==> src/rtl/serial_tdm_pkg.sv <==
// serial_tdm_pkg: FSM state types, default parameters and width helper for serial_tdm_port.
package serial_tdm_pkg;
  typedef enum logic [1:0] {RX_IDLE, RX_SHIFT, RX_HOLD} rx_state_t;
  typedef enum logic [1:0] {TX_IDLE, TX_WAIT, TX_SHIFT} tx_state_t;
  localparam int DEF_DATA_WIDTH = 24;
  localparam int DEF_CHANNELS = 2;
  localparam int DEF_MSB_FIRST = 0;
  function automatic int chan_w(input int n);
    return n > 1 ? $clog2(n) : 1;
  endfunction
endpackage

==> src/rtl/serial_shifter.sv <==
// serial_shifter: loadable shift register; serial in at one end, serial out is the head bit of q.
// Ports: clk, rst (async high), en (global enable), load/din (parallel load, wins over shift),
//        shift/sin (one-bit shift with sin entering the tail), q (parallel contents).
module serial_shifter #(
  parameter int WIDTH = 8,
  parameter bit MSB_FIRST = 1'b0
) (
  input  logic             clk,
  input  logic             rst,
  input  logic             en,
  input  logic             load,
  input  logic [WIDTH-1:0] din,
  input  logic             shift,
  input  logic             sin,
  output logic [WIDTH-1:0] q
);
  always_ff @(posedge clk or posedge rst)
    if (rst) q <= '0;
    else if (en) q <= load ? din : shift ? (MSB_FIRST ? {q[WIDTH-2:0], sin} : {sin, q[WIDTH-1:1]}) : q;
endmodule

==> src/rtl/serial_tdm_port.sv <==
// serial_tdm_port: independent TDM serial receiver (serial->word, channel tagged) and transmitter (word->serial).
// Ports: i_clk, i_rst (async high), i_en (freezes everything when low);
//        RX: i_din/i_din_valid in, o_ready, o_word/o_chan/o_word_valid out with i_word_ready handshake;
//        TX: i_word/i_word_valid in with o_word_ready, o_dout/o_dout_valid out paced by i_ready;
//        o_err pulses one cycle when a receive word is cut short.
module serial_tdm_port
  import serial_tdm_pkg::*;
#(
  parameter int DATA_WIDTH = DEF_DATA_WIDTH,
  parameter int CHANNELS = DEF_CHANNELS,
  parameter int MSB_FIRST = DEF_MSB_FIRST
) (
  input  logic                           i_clk,
  input  logic                           i_rst,
  input  logic                           i_en,
  input  logic                           i_din,
  input  logic                           i_din_valid,
  output logic                           o_ready,
  output logic [DATA_WIDTH-1:0]          o_word,
  output logic [chan_w(CHANNELS)-1:0]    o_chan,
  output logic                           o_word_valid,
  input  logic                           i_word_ready,
  input  logic [DATA_WIDTH-1:0]          i_word,
  input  logic                           i_word_valid,
  output logic                           o_word_ready,
  output logic                           o_dout,
  output logic                           o_dout_valid,
  input  logic                           i_ready,
  output logic                           o_err
);
  localparam int CW = chan_w(CHANNELS);
  localparam int CNT_W = $clog2(DATA_WIDTH + 1);
  rx_state_t rx_state, rx_next;
  tx_state_t tx_state, tx_next;
  logic [CNT_W-1:0] rx_cnt, tx_cnt;
  logic [CW-1:0] chan;
  logic [DATA_WIDTH-1:0] tx_q;
  logic rx_shift, rx_last, rx_abort, rx_release;
  logic tx_load, tx_go, tx_step, tx_last;
  assign o_ready = rx_state == RX_IDLE;
  assign o_word_valid = rx_state == RX_HOLD;
  assign o_chan = chan;
  // The first bit is sampled on the same edge that leaves RX_IDLE, so shifting runs in both IDLE and SHIFT.
  assign rx_shift = i_en & i_din_valid & (rx_state != RX_HOLD);
  assign rx_last = rx_cnt == CNT_W'(DATA_WIDTH - 1);
  assign rx_abort = i_en & ~i_din_valid & (rx_state == RX_SHIFT);
  assign rx_release = i_en & i_word_ready & (rx_state == RX_HOLD);
  assign o_word_ready = tx_state == TX_IDLE;
  assign o_dout_valid = tx_state != TX_IDLE;
  assign o_dout = (tx_state == TX_SHIFT) & (MSB_FIRST != 0 ? tx_q[DATA_WIDTH-1] : tx_q[0]);
  assign tx_load = i_en & i_word_valid & (tx_state == TX_IDLE);
  assign tx_go = i_en & i_ready & (tx_state == TX_WAIT);
  assign tx_step = i_en & (tx_state == TX_SHIFT);
  assign tx_last = tx_cnt == CNT_W'(DATA_WIDTH - 1);
  always_comb begin
    rx_next = rx_state;
    tx_next = tx_state;
    rx_next = rx_state == RX_IDLE ? (rx_shift ? RX_SHIFT : RX_IDLE)
            : rx_state == RX_SHIFT ? (rx_abort ? RX_IDLE : (rx_shift && rx_last) ? RX_HOLD : RX_SHIFT)
            : rx_release ? RX_IDLE : RX_HOLD;
    tx_next = tx_state == TX_IDLE ? (tx_load ? TX_WAIT : TX_IDLE)
            : tx_state == TX_WAIT ? (tx_go ? TX_SHIFT : TX_WAIT)
            : (tx_step && tx_last) ? TX_IDLE : TX_SHIFT;
  end
  always_ff @(posedge i_clk or posedge i_rst)
    if (i_rst) begin
      rx_state <= RX_IDLE;
      tx_state <= TX_IDLE;
    end else if (i_en) begin
      rx_state <= rx_next;
      tx_state <= tx_next;
    end
  always_ff @(posedge i_clk or posedge i_rst)
    if (i_rst) begin
      rx_cnt <= '0;
      tx_cnt <= '0;
      chan <= '0;
      o_err <= 1'b0;
    end else begin
      o_err <= rx_abort;
      if (i_en) begin
        rx_cnt <= (rx_shift && !rx_last) ? rx_cnt + 1'b1 : '0;
        tx_cnt <= (tx_step && !tx_last) ? tx_cnt + 1'b1 : '0;
        if (rx_release) chan <= chan == CW'(CHANNELS - 1) ? '0 : chan + 1'b1;
      end
    end
  serial_shifter #(.WIDTH(DATA_WIDTH), .MSB_FIRST(MSB_FIRST != 0)) u_rx (
    .clk(i_clk), .rst(i_rst), .en(i_en), .load(1'b0), .din('0),
    .shift(rx_shift), .sin(i_din), .q(o_word)
  );
  serial_shifter #(.WIDTH(DATA_WIDTH), .MSB_FIRST(MSB_FIRST != 0)) u_tx (
    .clk(i_clk), .rst(i_rst), .en(i_en), .load(tx_load), .din(i_word),
    .shift(tx_step), .sin(1'b0), .q(tx_q)
  );
endmodule

==> config.mk <==
export PLATFORM = sky130hd
export DESIGN_NAME = serial_tdm_port
export DESIGN_NICKNAME = d
export VERILOG_FILES = /design/src/rtl/serial_tdm_pkg.sv /design/src/rtl/serial_shifter.sv /design/src/rtl/serial_tdm_port.sv
export SDC_FILE = /design/constraint.sdc
export NUM_CORES = 1
export LEC_CHECK = 0
export BUFFER_PORTS_ARGS = -buffer_cell sky130_fd_sc_hd__buf_2
export CAP_MARGIN = 20
export CORE_AREA = 3 3 102 123
export CTS_BUF_LIST = sky130_fd_sc_hd__clkbuf_8 sky130_fd_sc_hd__clkbuf_16
export DETAILED_ROUTE_END_ITERATION = 12
export DIE_AREA = 0 0 105 126
export PLACE_DENSITY = 0.5
export SLEW_MARGIN = 30
export SYNTH_ARGS = -nofsm -noshare
export SYNTH_HDL_FRONTEND = slang
export SYNTH_HIERARCHICAL = 1
export SYNTH_SLANG_ARGS = --single-unit
==> constraint.sdc <==
create_clock -name i_clk -period 3 [get_ports i_clk]
set_input_delay 0.9 -clock i_clk [delete_from_list [all_inputs] [get_ports i_clk]]
set_output_delay 0.9 -clock i_clk [all_outputs]
set_load 0.05 [all_outputs]
==> insert_results.sql, run 1 <==
INSERT INTO impl_metrics (metric_group, metric, value, unit) VALUES
('outcome', 'outcome', 'completed', ''),
('floorplanning', 'die_x', '105', 'um'),
('power', 'power.static_leakage', '1.733', 'nW'),
('grt', 'grt_max_degree', '35', ''),
('drt', 'route.antenna.remaining_nets', '0', ''),
('setup_path', 'worst_setup_path_end_kind', 'primary output', ''),
('min_path', 'worstHoldPathType', 'reg2reg', ''),
('cts', 'clock_sinks', '64', ''),
('sta', 'worst_hold_slack', '0.4679', 'ns'),
('sta', 'post-route-min-period', '2.431', 'ns'),
('power', 'power.density', '859.0', 'nW/um^2'),
('power', 'combPwrFrac', '33.3', '%'),
('power', 'power.ir.vdd_worst', '263.5', 'uV'),
('drt', 'route.detailed.vias_per_inst', '4.808', ''),
('cts', 'tritoncts', 'built', ''),
('drt', 'vias', '2702', ''),
('floorplanning', 'start_util', '29.67', '%'),
('floorplanning', 'placeableCoreArea', '11510', 'sq um'),
('sta', 'max-slew-margin-rel', '56.00', '%'),
('place', 'dp_hpwl', '5333', 'um'),
('synthesis', 'synth_common_cells', 'sky130_fd_sc_hd__dfrtp_1 (64), sky130_fd_sc_hd__o22ai_1 (36), sky130_fd_sc_hd__nor2_1 (32), sky130_fd_sc_hd__o22ai_2 (24), sky130_fd_sc_hd__a21oi_1 (23)', ''),
('synthesis', 'netlist-cell-type-count', '47', ''),
('final_layout', 'antennaDiodeCount', '0', ''),
('power', 'sw_frac_of_total', '36.96', '%'),
('place', 'globalplace.congestion', '0.7608', ''),
('sta', 'setup_tns', '0', 'ns'),
('cts', 'numCtsBuffers', '9', ''),
('grt', 'grt_pass1_vias', '2728', ''),
('sta', 'setup_ws', '0.5689', 'ns'),
('synthesis', 'synth_top_flop_cell', 'sky130_fd_sc_hd__dfrtp_1', ''),
('sta', 'hold_violations', '0', ''),
('synthesis', 'syn_area', '3416', 'sq um'),
('synthesis', 'syn-instance-count', '319', ''),
('sta', 'worst_pin_slew', '0.6592', 'ns'),
('power', 'power_frac_clock', '29.4', '%'),
('sta', 'fin_skew', '0.006030', 'ns'),
('synthesis', 'top_post_synthesis_cells_by_area', 'sky130_fd_sc_hd__dfrtp_1 (47%), sky130_fd_sc_hd__o22ai_2 (8.8%), sky130_fd_sc_hd__o22ai_1 (6.6%)', ''),
('synthesis', 'flip_flop_and_latch_count_after_synthesis', '64', ''),
('drt', 'drt_drc_violations_left', '0', ''),
('cts', 'h_tree_levels', '3', ''),
('cts', 'cts.hold.buffers_added', '0', ''),
('floorplanning', 'dieArea', '13230', 'sq um'),
('cts', 'cts.repair.resized', '0', ''),
('cts', 'root_buffer', 'sky130_fd_sc_hd__clkbuf_16', ''),
('setup_path', 'critical_path_fanouts_max', '8', ''),
('setup_path', 'timing.critical_path.arrival', '1.53', 'ns'),
('place', 'placement.setup.worst_slack', '0.6913', 'ns'),
('grt', 'grt_overflow_total', '0', ''),
('floorplanning', 'rows', '43', ''),
('sta', 'timing.final.crit_share', '81.04', '%'),
('power', 'intPower', '2.226', 'mW'),
('setup_path', 'crit_required', '2.10', 'ns'),
('synthesis', 'yosys.area.top_type_share', '46.89', '%'),
('power', 'power_frac_seq', '37.3', '%'),
('setup_path', 'cp-start-kind', 'flop', ''),
('final_layout', 'layout.nets', '434', ''),
('drt', 'postRouteWirelength', '7932', 'um'),
('final_layout', 'drive_above_1_share', '35.80', '%'),
('place', 'numPortBuffers', '62', ''),
('sta', 'finalSetupViolCount', '0', ''),
('sta', 'slew_viol_final', '0', ''),
('synthesis', 'netlist.top_cell.by_area', 'sky130_fd_sc_hd__dfrtp_1', ''),
('sta', 'timing.fmax', '411.3', 'MHz'),
('floorplanning', 'io-pin-count', '63', ''),
('setup_path', 'critPathKind', 'reg2out', ''),
('synthesis', 'syn-mean-instance-area', '10.71', 'sq um'),
('synthesis', 'synth_sequential_area_ratio', '46.89', '%'),
('place', 'dpl.cell_count', '546', ''),
('synthesis', 'number_of_warnings_reported_in_the_yosys_synthesis_log', '6', ''),
('flow_run', 'cap_viol_max_count', '0', ''),
('synthesis', 'synth_enable_flop_cells', '0', '');
[cell usage in the layout (no fill, tap or decap), types with 3 or more instances in the layout]
cell / count
sky130_fd_sc_hd__a21oi_1: 23
sky130_fd_sc_hd__a21oi_2: 20
sky130_fd_sc_hd__and2_1: 3
sky130_fd_sc_hd__buf_2: 62
sky130_fd_sc_hd__buf_4: 6
sky130_fd_sc_hd__clkbuf_16: 9
sky130_fd_sc_hd__conb_1: 26
sky130_fd_sc_hd__dfrtp_1: 64
sky130_fd_sc_hd__inv_1: 10
sky130_fd_sc_hd__inv_2: 4
sky130_fd_sc_hd__nand2_1: 9
sky130_fd_sc_hd__nand2_2: 4
sky130_fd_sc_hd__nand3_1: 5
sky130_fd_sc_hd__nand4b_1: 3
sky130_fd_sc_hd__nor2_1: 32
sky130_fd_sc_hd__nor2_2: 3
sky130_fd_sc_hd__nor3_1: 16
sky130_fd_sc_hd__o21ai_0: 3
sky130_fd_sc_hd__o21ai_1: 4
sky130_fd_sc_hd__o22ai_1: 36
sky130_fd_sc_hd__o22ai_2: 24
sky130_fd_sc_hd__o31ai_1: 4
sky130_fd_sc_hd__o32ai_1: 3
[final cells by class]
class                   instances  area, sq um
fillers                      1205         7403
clock buffers                  11        252.7
inverters                      12        45.04
multi-input cells             245         1612
well taps                     157        196.4
clock inverters                 5        47.55
repair buffers                 68        355.3
flip-flops and latches         64         1602
[metrics by stage]
step	total power, mW	util [%]	area (sq um)
final	3.531	35.70	4110
after global routing	3.764	35.70	4110
after CTS	3.581	35.70	4110
after detailed placement	2.513	33.09	3810
after global placement	2.495	33.09	3810
after floorplan	2.338	-	3510
[critical path, stage by stage, from the launching register on]
cell and delay (ns):
sky130_fd_sc_hd__dfrtp_1 0.42, sky130_fd_sc_hd__nor2b_2 0.36, sky130_fd_sc_hd__and2_1 0.18, sky130_fd_sc_hd__buf_2 0.26
[power groups by stage]
stage	Combinational [mW]	Sequential, mW	Clock [mW]
finish	1.17	1.32	1.04
global route	1.29	1.36	1.12
CTS	1.18	1.32	1.08
detailed placement	1.18	1.33	0
global placement	1.17	1.33	0
floorplan	0.858	1.48	0
[flip-flops by register name (all words and copies together), names as in the netlist]
| name | cells |
|---|---|
| u_rx/q | 24 |
| u_tx/q | 24 |
| rx_cnt | 5 |
| tx_cnt | 5 |
| rx_state | 2 |
| tx_state | 2 |
| o_chan | 1 |
| o_err | 1 |
[final timing paths]
check	cells after the start	end	slack [ns]	startpoint
min reg2reg	1	o_chan$_DFFE_PP0P_	0.47	o_chan$_DFFE_PP0P_
min	1	o_chan$_DFFE_PP0P_	0.47	o_chan$_DFFE_PP0P_
max	3	o_dout	0.57	tx_state[1]$_DFFE_PP0P_
min in group asynchronous	3	u_tx/q[6]$_DFFE_PP0P_	0.66	i_rst
max in group asynchronous	2	rx_cnt[1]$_DFFE_PP0P_	1.87	i_rst
max reg2reg	5	u_tx/q[21]$_DFFE_PP0P_	0.97	tx_state[1]$_DFFE_PP0P_
[logic make-up (layout without fill, tap and decap cells)]
| group | Yosys count | in the layout | synth area share [%] |
|---|---|---|---|
| AO/OA/AOI/OAI | 128 | 128 | 29.93 |
| AND/OR/NAND/NOR | 87 | 87 | 13.11 |
| flip-flops | 64 | 64 | 46.89 |
| buffers and inverters | 35 | 96 | 8.681 |
| adder cells (fa/ha/maj) | 2 | 2 | 0.7325 |
| other | 1 | 26 | 0.1098 |
| XOR/XNOR | 1 | 1 | 0.2565 |
| multiplexers | 1 | 1 | 0.2931 |
[layer usage]
metal | GRT usage [%] | wire, um | share of wire (%) | vias to the layer above
met5 | 0 | 0 | 0 | -
met4 | 4.247 | 95 | 1.2 | 0
met3 | 3.537 | 354 | 4.5 | 6
met2 | 20.44 | 3853 | 49 | 63
met1 | 16.00 | 3628 | 46 | 1313
li1 | - | - | - | 1320
No activity file was read; power rests on OpenSTA's default activity.
==> run 2, diff against run 1 <==
==> constraint.sdc (replaced) <==
create_clock -name i_clk -period 2.3 [get_ports i_clk]
set_input_delay 0.69 -clock i_clk [delete_from_list [all_inputs] [get_ports i_clk]]
set_output_delay 0.69 -clock i_clk [all_outputs]
set_load 0.05 [all_outputs]
==> insert_results.sql, run 2 (same netlist as run 1, synthesis figures left out) <==
INSERT INTO impl_metrics (metric_group, metric, value, unit) VALUES
('setup_path', 'slowest_delay', '0.45', 'ns'),
('setup_path', 'cp-start-kind', 'flop', ''),
('power', 'power_frac_clock', '33.0', '%'),
('setup_path', 'worstReg2RegEnd', 'u_tx/q[21]$_DFFE_PP0P_', ''),
('floorplanning', 'start_util', '29.67', '%'),
('power', 'power.density', '1166', 'nW/um^2'),
('sta', 'timing.fmax', '474.1', 'MHz'),
('setup_path', 'crit_required', '1.61', 'ns'),
('final_layout', 'layout.nets', '435', ''),
('cts', 'numCtsBuffers', '9', ''),
('grt', 'grt_overflow_total', '0', ''),
('sta', 'hold_violations', '0', ''),
('sta', 'worst_pin_slew', '0.6405', 'ns'),
('place', 'numPortBuffers', '62', ''),
('setup_path', 'cpMaxStageDelayCell', 'sky130_fd_sc_hd__dfrtp_1', ''),
('drt', 'number_of_drc_markers_after_the_initial_detailed_route_iteration', '85', ''),
('cts', 'max-clock-path-buffers', '2', ''),
('final_layout', 'most_used_cells_in_the_layout_excluding_fill_and_tap_cells', 'sky130_fd_sc_hd__dfrtp_1 (64), sky130_fd_sc_hd__buf_2 (62), sky130_fd_sc_hd__o22ai_1 (36), sky130_fd_sc_hd__nor2_1 (32), sky130_fd_sc_hd__conb_1 (26)', ''),
('power', 'sw_frac_of_total', '35.49', '%'),
('final_layout', 'drive_above_1_share', '36.45', '%'),
('drt', 'route.detailed.wl_per_inst', '14.23', 'um'),
('final_layout', 'multi_input_area', '1617', 'sq um'),
('floorplanning', 'dieArea', '13230', 'sq um'),
('floorplanning', 'die_x', '105', 'um'),
('grt', 'met3_usage', '3.998', '%'),
('place', 'globalplace.congestion', '0.7363', ''),
('final_layout', 'layout.filler_cells', '1201', ''),
('power', 'combPwrFrac', '31.6', '%'),
('cts', 'tritoncts', 'built', ''),
('floorplanning', 'rows', '43', ''),
('sta', 'rsz0062_at_grt', 'false', ''),
('setup_path', 'worst_setup_path_end_kind', 'primary output', ''),
('setup_path', 'worstReg2RegStart', 'tx_state[0]$_DFFE_PP0P_', ''),
('sta', 'timing.final.crit_share', '91.70', '%'),
('drt', 'vias', '2684', ''),
('place', 'dp_hpwl', '5385', 'um'),
('sta', 'setup_tns', '0', 'ns'),
('min_path', 'worstHoldPathType', 'in2async', ''),
('final_layout', 'registers_with_the_most_flip_flops', 'u_rx/q (24), u_tx/q (24)', ''),
('sta', 'fin_skew', '0.003999', 'ns'),
('setup_path', 'r2r.worst_path.cells', '5', ''),
('cts', 'worstSkewPairLatency', '0.33', 'ns'),
('cts', 'root_buffer', 'sky130_fd_sc_hd__clkbuf_16', ''),
('setup_path', 'ff2ff_setup_slack', '0.41', 'ns'),
('setup_path', 'timing.critical_path.arrival', '1.42', 'ns'),
('grt', 'grt_max_degree', '38', ''),
('power', 'power_frac_seq', '35.4', '%'),
('grt', 'grt_pass1_vias', '2699', ''),
('drt', 'route.antenna.remaining_nets', '0', ''),
('floorplanning', 'placeableCoreArea', '11510', 'sq um'),
('cts', 'post_cts_setup_buffer_count', '0', ''),
('outcome', 'outcome', 'completed', ''),
('sta', 'max-slew-margin-rel', '57.25', '%'),
('cts', 'h_tree_levels', '3', ''),
('cts', 'cts.clk_slew.worst_paths', '0.05', 'ns'),
('grt', 'grt-busiest-layer', 'met2', ''),
('power', 'sum_of_internal_switching_and_leakage_power', '4.871', 'mW'),
('drt', 'drt_drc_violations_left', '0', ''),
('final_layout', 'area.sequential', '1602', 'sq um'),
('sta', 'finalSetupViolCount', '0', ''),
('flow_run', 'cap_viol_max_count', '0', ''),
('final_layout', 'antennaDiodeCount', '0', ''),
('cts', 'clock_sinks', '64', ''),
('drt', 'route.detailed.vias_per_inst', '4.767', ''),
('grt', 'antenna_found_initial', '0', ''),
('grt', 'grtUsageMet2', '20.17', '%'),
('grt', 'grt_util_met1', '16.27', '%'),
('drt', 'postRouteWirelength', '8009', 'um'),
('power', 'power.static_leakage', '1.759', 'nW'),
('sta', 'slew_viol_final', '0', ''),
('final_layout', 'area_delta_synth_final', '22.31', '%'),
('floorplanning', 'io-pin-count', '63', ''),
('grt', 'grt_total_usage', '12.57', '%'),
('power', 'intPower', '3.143', 'mW'),
('setup_path', 'critical_path_fanouts_max', '8', ''),
('floorplanning', 'die_height', '126', 'um'),
('final_layout', 'layout.cells.most_common', 'sky130_fd_sc_hd__dfrtp_1', ''),
('drt', 'detailedRoute.firstPassIterationCount', '4', ''),
('power', 'power.ir.vdd_worst', '340.4', 'uV'),
('setup_path', 'critical_path.cell_chain', 'nor2b_4, and2_1, buf_2', ''),
('setup_path', 'critPathKind', 'reg2out', ''),
('grt', 'grt_first_pass_wirelength', '13630', 'um'),
('power', 'power.switching', '1.729', 'mW'),
('sta', 'post-route-min-period', '2.109', 'ns');
run 2: cell count changes in the layout (fill, tap and decap cells not counted), sizes merged:
cell	previous run	this run
buf	68	69
bufinv	1	3
clkinv	2	1
clkinvlp	0	1
inv	14	12
run 2: power groups by stage:
stage	logic (mW)	registers, mW	clock network, mW
3_3_place_gp	1.52	1.73	0
3_5_place_dp	1.54	1.74	0
6_report	1.54	1.72	1.61
5_1_grt	1.68	1.78	1.72
4_1_cts	1.54	1.72	1.66
2_1_floorplan	1.12	1.93	0
run 2: routing by layer:
layer,vias up,part of all wire [%]
met5,-,0
met4,0,0.96
met3,7,5.1
met2,57,48
met1,1297,46
li1,1323,-
run 2: layout make-up:
| class | count | area share, % |
|---|---|---|
| clock buffer | 11 | 6.050 |
| clock inverter | 5 | 2.456 |
| inverter | 12 | 1.078 |
| multi-input combinational | 245 | 38.69 |
| sequential | 64 | 38.33 |
| tap | 157 | 4.702 |
| timing repair buffer | 69 | 8.685 |
run 2: worst max path at each step:
stage,start,to,slack [ns],cells past startpoint
finish,tx_state[0]$_DFFE_PP0P_,o_dout,0.19,3
global route,tx_state[1]$_DFFE_PP0P_,o_dout,0.1,3
CTS,tx_state[1]$_DFFE_PP0P_,o_dout,0.08,3
detailed placement,i_en,u_tx/q[21]$_DFFE_PP0P_,0.23,5
global placement,i_en,u_tx/q[21]$_DFFE_PP0P_,0.26,5
floorplan,tx_state[0]$_DFFE_PP0P_,o_dout_valid,0.02,2
run 2: through the flow:
| stage | area [sq um] | utilization [%] | hold slack (ns) | setup slack, ns | std cells |
|---|---|---|---|---|---|
| 5_1_grt | 4178 | 36.29 | 0.4888 | 0.09781 | 563 |
| 3_3_place_gp | 3817 | 33.16 | 0.4566 | 0.2620 | 547 |
| 4_1_cts | 4173 | 36.24 | 0.4350 | 0.07892 | 563 |
| 2_1_floorplan | 3510 | - | 0.4763 | 0.02002 | 344 |
| 6_report | 4178 | 36.29 | 0.4396 | 0.1909 | 563 |
| 3_5_place_dp | 3817 | 33.16 | 0.4611 | 0.2332 | 547 |
run 2: what timing repair did:
| action | in CTS | in global routing |
|---|---|---|
| endpoints found under the setup margin | 0 | 1 |
| hold buffers | 0 | 0 |
| resized for setup | 0 | 1 |
run 2: worst max-delay path: cells and delay by family, from the launching register on:
kind | cells | cell delay [ns]
simple gates | 2 | 0.39
flops | 1 | 0.45
buf+inv | 1 | 0.25
==> run 3, diff against run 2 <==
--- a/config.mk
+++ b/config.mk
@@ -7,13 +7,12 @@
 export LEC_CHECK = 0
 export BUFFER_PORTS_ARGS = -buffer_cell sky130_fd_sc_hd__buf_2
 export CAP_MARGIN = 20
-export CORE_AREA = 3 3 102 123
+export CORE_AREA = 3 3 94 114
 export CTS_BUF_LIST = sky130_fd_sc_hd__clkbuf_8 sky130_fd_sc_hd__clkbuf_16
 export DETAILED_ROUTE_END_ITERATION = 12
-export DIE_AREA = 0 0 105 126
-export PLACE_DENSITY = 0.5
+export DIE_AREA = 0 0 97 117
+export PLACE_DENSITY = 0.51
 export SLEW_MARGIN = 30
 export SYNTH_ARGS = -nofsm -noshare
 export SYNTH_HDL_FRONTEND = slang
-export SYNTH_HIERARCHICAL = 1
 export SYNTH_SLANG_ARGS = --single-unit
==> constraint.sdc (replaced) <==
create_clock -name i_clk -period 2.6 [get_ports i_clk]
set_input_delay 0.78 -clock i_clk [delete_from_list [all_inputs] [get_ports i_clk]]
set_output_delay 0.78 -clock i_clk [all_outputs]
set_load 0.05 [all_outputs]
==> insert_results.sql, run 3 <==
INSERT INTO impl_metrics (metric_group, metric, value, unit) VALUES
('grt', 'grt_first_pass_wirelength', '10850', 'um'),
('final_layout', 'final_core_util', '38.16', '%'),
('power', 'power.static_leakage', '1.845', 'nW'),
('final_layout', 'final_cell_area', '3669', 'sq um'),
('power', 'combPwrFrac', '30.8', '%'),
('drt', 'route.detailed.vias_per_inst', '4.712', ''),
('drt', 'detailedRoute.firstPassIterationCount', '4', ''),
('drt', 'postRouteWirelength', '6383', 'um'),
('synthesis', 'synth_top_flop_cell', 'sky130_fd_sc_hd__dfrtp_1', ''),
('power', 'sw_frac_of_total', '35.85', '%'),
('cts', 'h_tree_levels', '3', ''),
('final_layout', 'layout.filler_cells', '956', ''),
('sta', 'post-route-min-period', '2.123', 'ns'),
('grt', 'grt_pass1_vias', '2154', ''),
('grt', 'antenna_found_initial', '0', ''),
('power', 'power.ir.vdd_worst', '496.8', 'uV'),
('final_layout', 'drive_above_1_share', '37.90', '%'),
('setup_path', 'worst_setup_path_end_kind', 'primary output', ''),
('cts', 'clock_sinks', '64', ''),
('final_layout', 'multi_input_area', '1152', 'sq um'),
('setup_path', 'crit_required', '1.82', 'ns'),
('drt', 'drt_drc_violations_left', '0', ''),
('setup_path', 'critPathKind', 'reg2out', ''),
('final_layout', 'layout.cells.most_common', 'sky130_fd_sc_hd__dfrtp_1', ''),
('place', 'post_dp_cell_area', '3346', 'sq um'),
('setup_path', 'timing.critical_path.arrival', '1.34', 'ns'),
('power', 'intPower', '2.600', 'mW'),
('synthesis', 'syn-num-nets', '273', ''),
('setup_path', 'critical_path.cell_chain', 'inv_1, and3_1, buf_2', ''),
('synthesis', 'number_of_warnings_reported_in_the_yosys_synthesis_log', '0', ''),
('synthesis', 'syn-instance-count', '239', ''),
('floorplanning', 'placeableCoreArea', '9613', 'sq um'),
('floorplanning', 'rows', '39', ''),
('setup_path', 'critical_path_fanouts_max', '7', ''),
('power', 'power_frac_seq', '37.5', '%'),
('floorplanning', 'die_height', '117', 'um'),
('power', 'power_frac_clock', '31.6', '%'),
('sta', 'setup_ws', '0.4767', 'ns'),
('drt', 'route.antenna.remaining_nets', '0', ''),
('cts', 'max-clock-path-buffers', '2', ''),
('cts', 'root_buffer', 'sky130_fd_sc_hd__clkbuf_16', ''),
('power', 'sum_of_internal_switching_and_leakage_power', '4.053', 'mW'),
('place', 'globalplace.congestion', '0.6928', ''),
('setup_path', 'cpMaxStageDelayCell', 'sky130_fd_sc_hd__dfrtp_1', ''),
('place', 'dpl.cell_count', '421', ''),
('grt', 'grt_total_usage', '11.97', '%'),
('final_layout', 'finalNonFillerCells', '437', ''),
('final_layout', 'antennaDiodeCount', '0', ''),
('synthesis', 'netlist-cell-type-count', '46', ''),
('synthesis', 'synth_common_cells', 'sky130_fd_sc_hd__dfrtp_1 (64), sky130_fd_sc_hd__nand2_1 (30), sky130_fd_sc_hd__nand3_1 (25), sky130_fd_sc_hd__a22oi_1 (21), sky130_fd_sc_hd__mux2_4 (17)', ''),
('setup_path', 'cp-start-kind', 'flop', ''),
('final_layout', 'registers_with_the_most_flip_flops', 'u_rx.q (24), u_tx.q (24)', ''),
('drt', 'number_of_drc_markers_after_the_initial_detailed_route_iteration', '59', ''),
('synthesis', 'netlist.top_cell.by_area', 'sky130_fd_sc_hd__dfrtp_1', ''),
('sta', 'worst_hold_slack', '0.4645', 'ns'),
('flow_run', 'cap_viol_max_count', '0', ''),
('final_layout', 'layout.nets', '343', ''),
('cts', 'worstSkewPairLatency', '0.32', 'ns'),
('synthesis', 'synth_sequential_area_ratio', '55.12', '%'),
('drt', 'vias', '2059', ''),
('sta', 'finalSetupViolCount', '0', ''),
('grt', 'grt_overflow_total', '0', ''),
('place', 'placement.setup.worst_slack', '0.6125', 'ns'),
('synthesis', 'syn-mean-instance-area', '12.16', 'sq um'),
('cts', 'tritoncts', 'built', ''),
('floorplanning', 'die_x', '97', 'um'),
('outcome', 'outcome', 'completed', ''),
('synthesis', 'yosys.area.top_type_share', '55.12', '%'),
('power', 'power.density', '1105', 'nW/um^2'),
('floorplanning', 'dieArea', '11350', 'sq um'),
('sta', 'timing.fmax', '471.0', 'MHz'),
('sta', 'worst_pin_slew', '0.4496', 'ns'),
('sta', 'fin_skew', '0.004573', 'ns'),
('sta', 'hold_violations', '0', ''),
('place', 'numPortBuffers', '62', ''),
('setup_path', 'path_buf_inv', '2', ''),
('sta', 'rsz0062_at_grt', 'false', ''),
('sta', 'setup_tns', '0', 'ns'),
('setup_path', 'crit_family', 'flip-flops', ''),
('power', 'power.switching', '1.453', 'mW'),
('min_path', 'worstHoldPathType', 'in2async', ''),
('synthesis', 'top_post_synthesis_cells_by_area', 'sky130_fd_sc_hd__dfrtp_1 (55%), sky130_fd_sc_hd__mux2_4 (8.8%), sky130_fd_sc_hd__a22oi_1 (5.4%)', ''),
('cts', 'cts.repair.resized', '0', ''),
('floorplanning', 'start_util', '30.22', '%'),
('sta', 'slew_viol_final', '0', ''),
('synthesis', 'synth_most_common_cell', 'sky130_fd_sc_hd__dfrtp_1', ''),
('grt', 'grt_max_degree', '31', ''),
('place', 'dp_hpwl', '4537', 'um'),
('cts', 'cts.clk_slew.worst_paths', '0.05', 'ns'),
('synthesis', 'syn_area', '2905', 'sq um'),
('synthesis', 'synth_enable_flop_cells', '0', ''),
('final_layout', 'area.sequential', '1602', 'sq um'),
('floorplanning', 'io-pin-count', '63', ''),
('cts', 'numCtsBuffers', '9', ''),
('drt', 'route.detailed.wl_per_inst', '14.61', 'um'),
('setup_path', 'slowest_delay', '0.43', 'ns'),
('synthesis', 'flip_flop_and_latch_count_after_synthesis', '64', ''),
('final_layout', 'most_used_cells_in_the_layout_excluding_fill_and_tap_cells', 'sky130_fd_sc_hd__dfrtp_1 (64), sky130_fd_sc_hd__buf_2 (62), sky130_fd_sc_hd__nand2_1 (30), sky130_fd_sc_hd__nand3_1 (25), sky130_fd_sc_hd__a22oi_1 (21)', ''),
('cts', 'cts.hold.buffers_added', '0', ''),
('final_layout', 'area_delta_synth_final', '26.27', '%'),
('cts', 'post_cts_setup_buffer_count', '0', ''),
('sta', 'timing.final.crit_share', '81.67', '%'),
('synthesis', 'async_flop_share', '100.0', '%'),
('sta', 'max-slew-margin-rel', '69.99', '%');
-- run 3: cell types whose count changed after synthesis, moves of 20 or more --
cell / change
sky130_fd_sc_hd__a21oi_2: -20
sky130_fd_sc_hd__o22ai_2: -24
sky130_fd_sc_hd__nand3_1: +20
sky130_fd_sc_hd__nand2_1: +21
sky130_fd_sc_hd__o22ai_1: -36
sky130_fd_sc_hd__a22oi_1: +21
sky130_fd_sc_hd__nor2_1: -26
-- run 3: logic make-up (layout without fill, tap and decap cells) --
| group | count (synthesis) | count (layout) | share of synthesized area, % |
|---|---|---|---|
| AOI/OAI and AO/OA | 46 | 46 | 11.71 |
| xor gates and xnor gates | 1 | 1 | 0.3015 |
| adders and majority gates | 2 | 2 | 0.8612 |
| buffers and inverters | 21 | 96 | 5.211 |
| DFF | 64 | 64 | 55.13 |
| muxes | 26 | 26 | 12.19 |
| and+or+nand+nor | 79 | 79 | 14.60 |
-- run 3: path summary, 6_finish.rpt --
| path | start | to | slack, ns | cells past startpoint |
|---|---|---|---|---|
| worst max-delay path | tx_state[0]$_DFFE_PP0P_ | o_dout | 0.48 | 3 |
| max in group asynchronous | i_rst | u_rx.q[5]$_DFFE_PP0P_ | 1.39 | 3 |
| min in group i_clk | o_chan$_DFFE_PP0P_ | o_chan$_DFFE_PP0P_ | 0.47 | 1 |
| worst min-delay path | i_rst | u_tx.q[18]$_DFFE_PP0P_ | 0.46 | 2 |
| worst max register to register | rx_state[1]$_DFFE_PP0P_ | u_rx.q[0]$_DFFE_PP0P_ | 1.10 | 5 |
| worst min register to register | o_chan$_DFFE_PP0P_ | o_chan$_DFFE_PP0P_ | 0.47 | 1 |
-- run 3: power by group through the flow --
stage | registers [mW] | logic (mW) | clock network (mW)
after CTS | 1.53 | 1.27 | 1.32
after detailed placement | 1.54 | 1.27 | 0
after global placement | 1.53 | 1.25 | 0
after global routing | 1.57 | 1.36 | 1.36
final | 1.52 | 1.25 | 1.28
after floorplan | 1.88 | 0.602 | 0
-- run 3: final cells by class --
cell class / count / share of cell area (%)
flip-flops and latches: 64 / 43.66
multi-input cells: 154 / 31.41
repair buffers: 74 / 11.26
clock buffers: 10 / 6.514
well taps: 123 / 4.195
clock inverters: 6 / 2.285
inverters: 6 / 0.6821
-- run 3: per-layer routing --
layer	track usage [%]	routed length (um)	vias up
met5	0	0	-
met4	3.933	85	0
met3	4.149	339	6
met2	20.26	3119	53
met1	14.45	2838	991
li1	-	-	1009
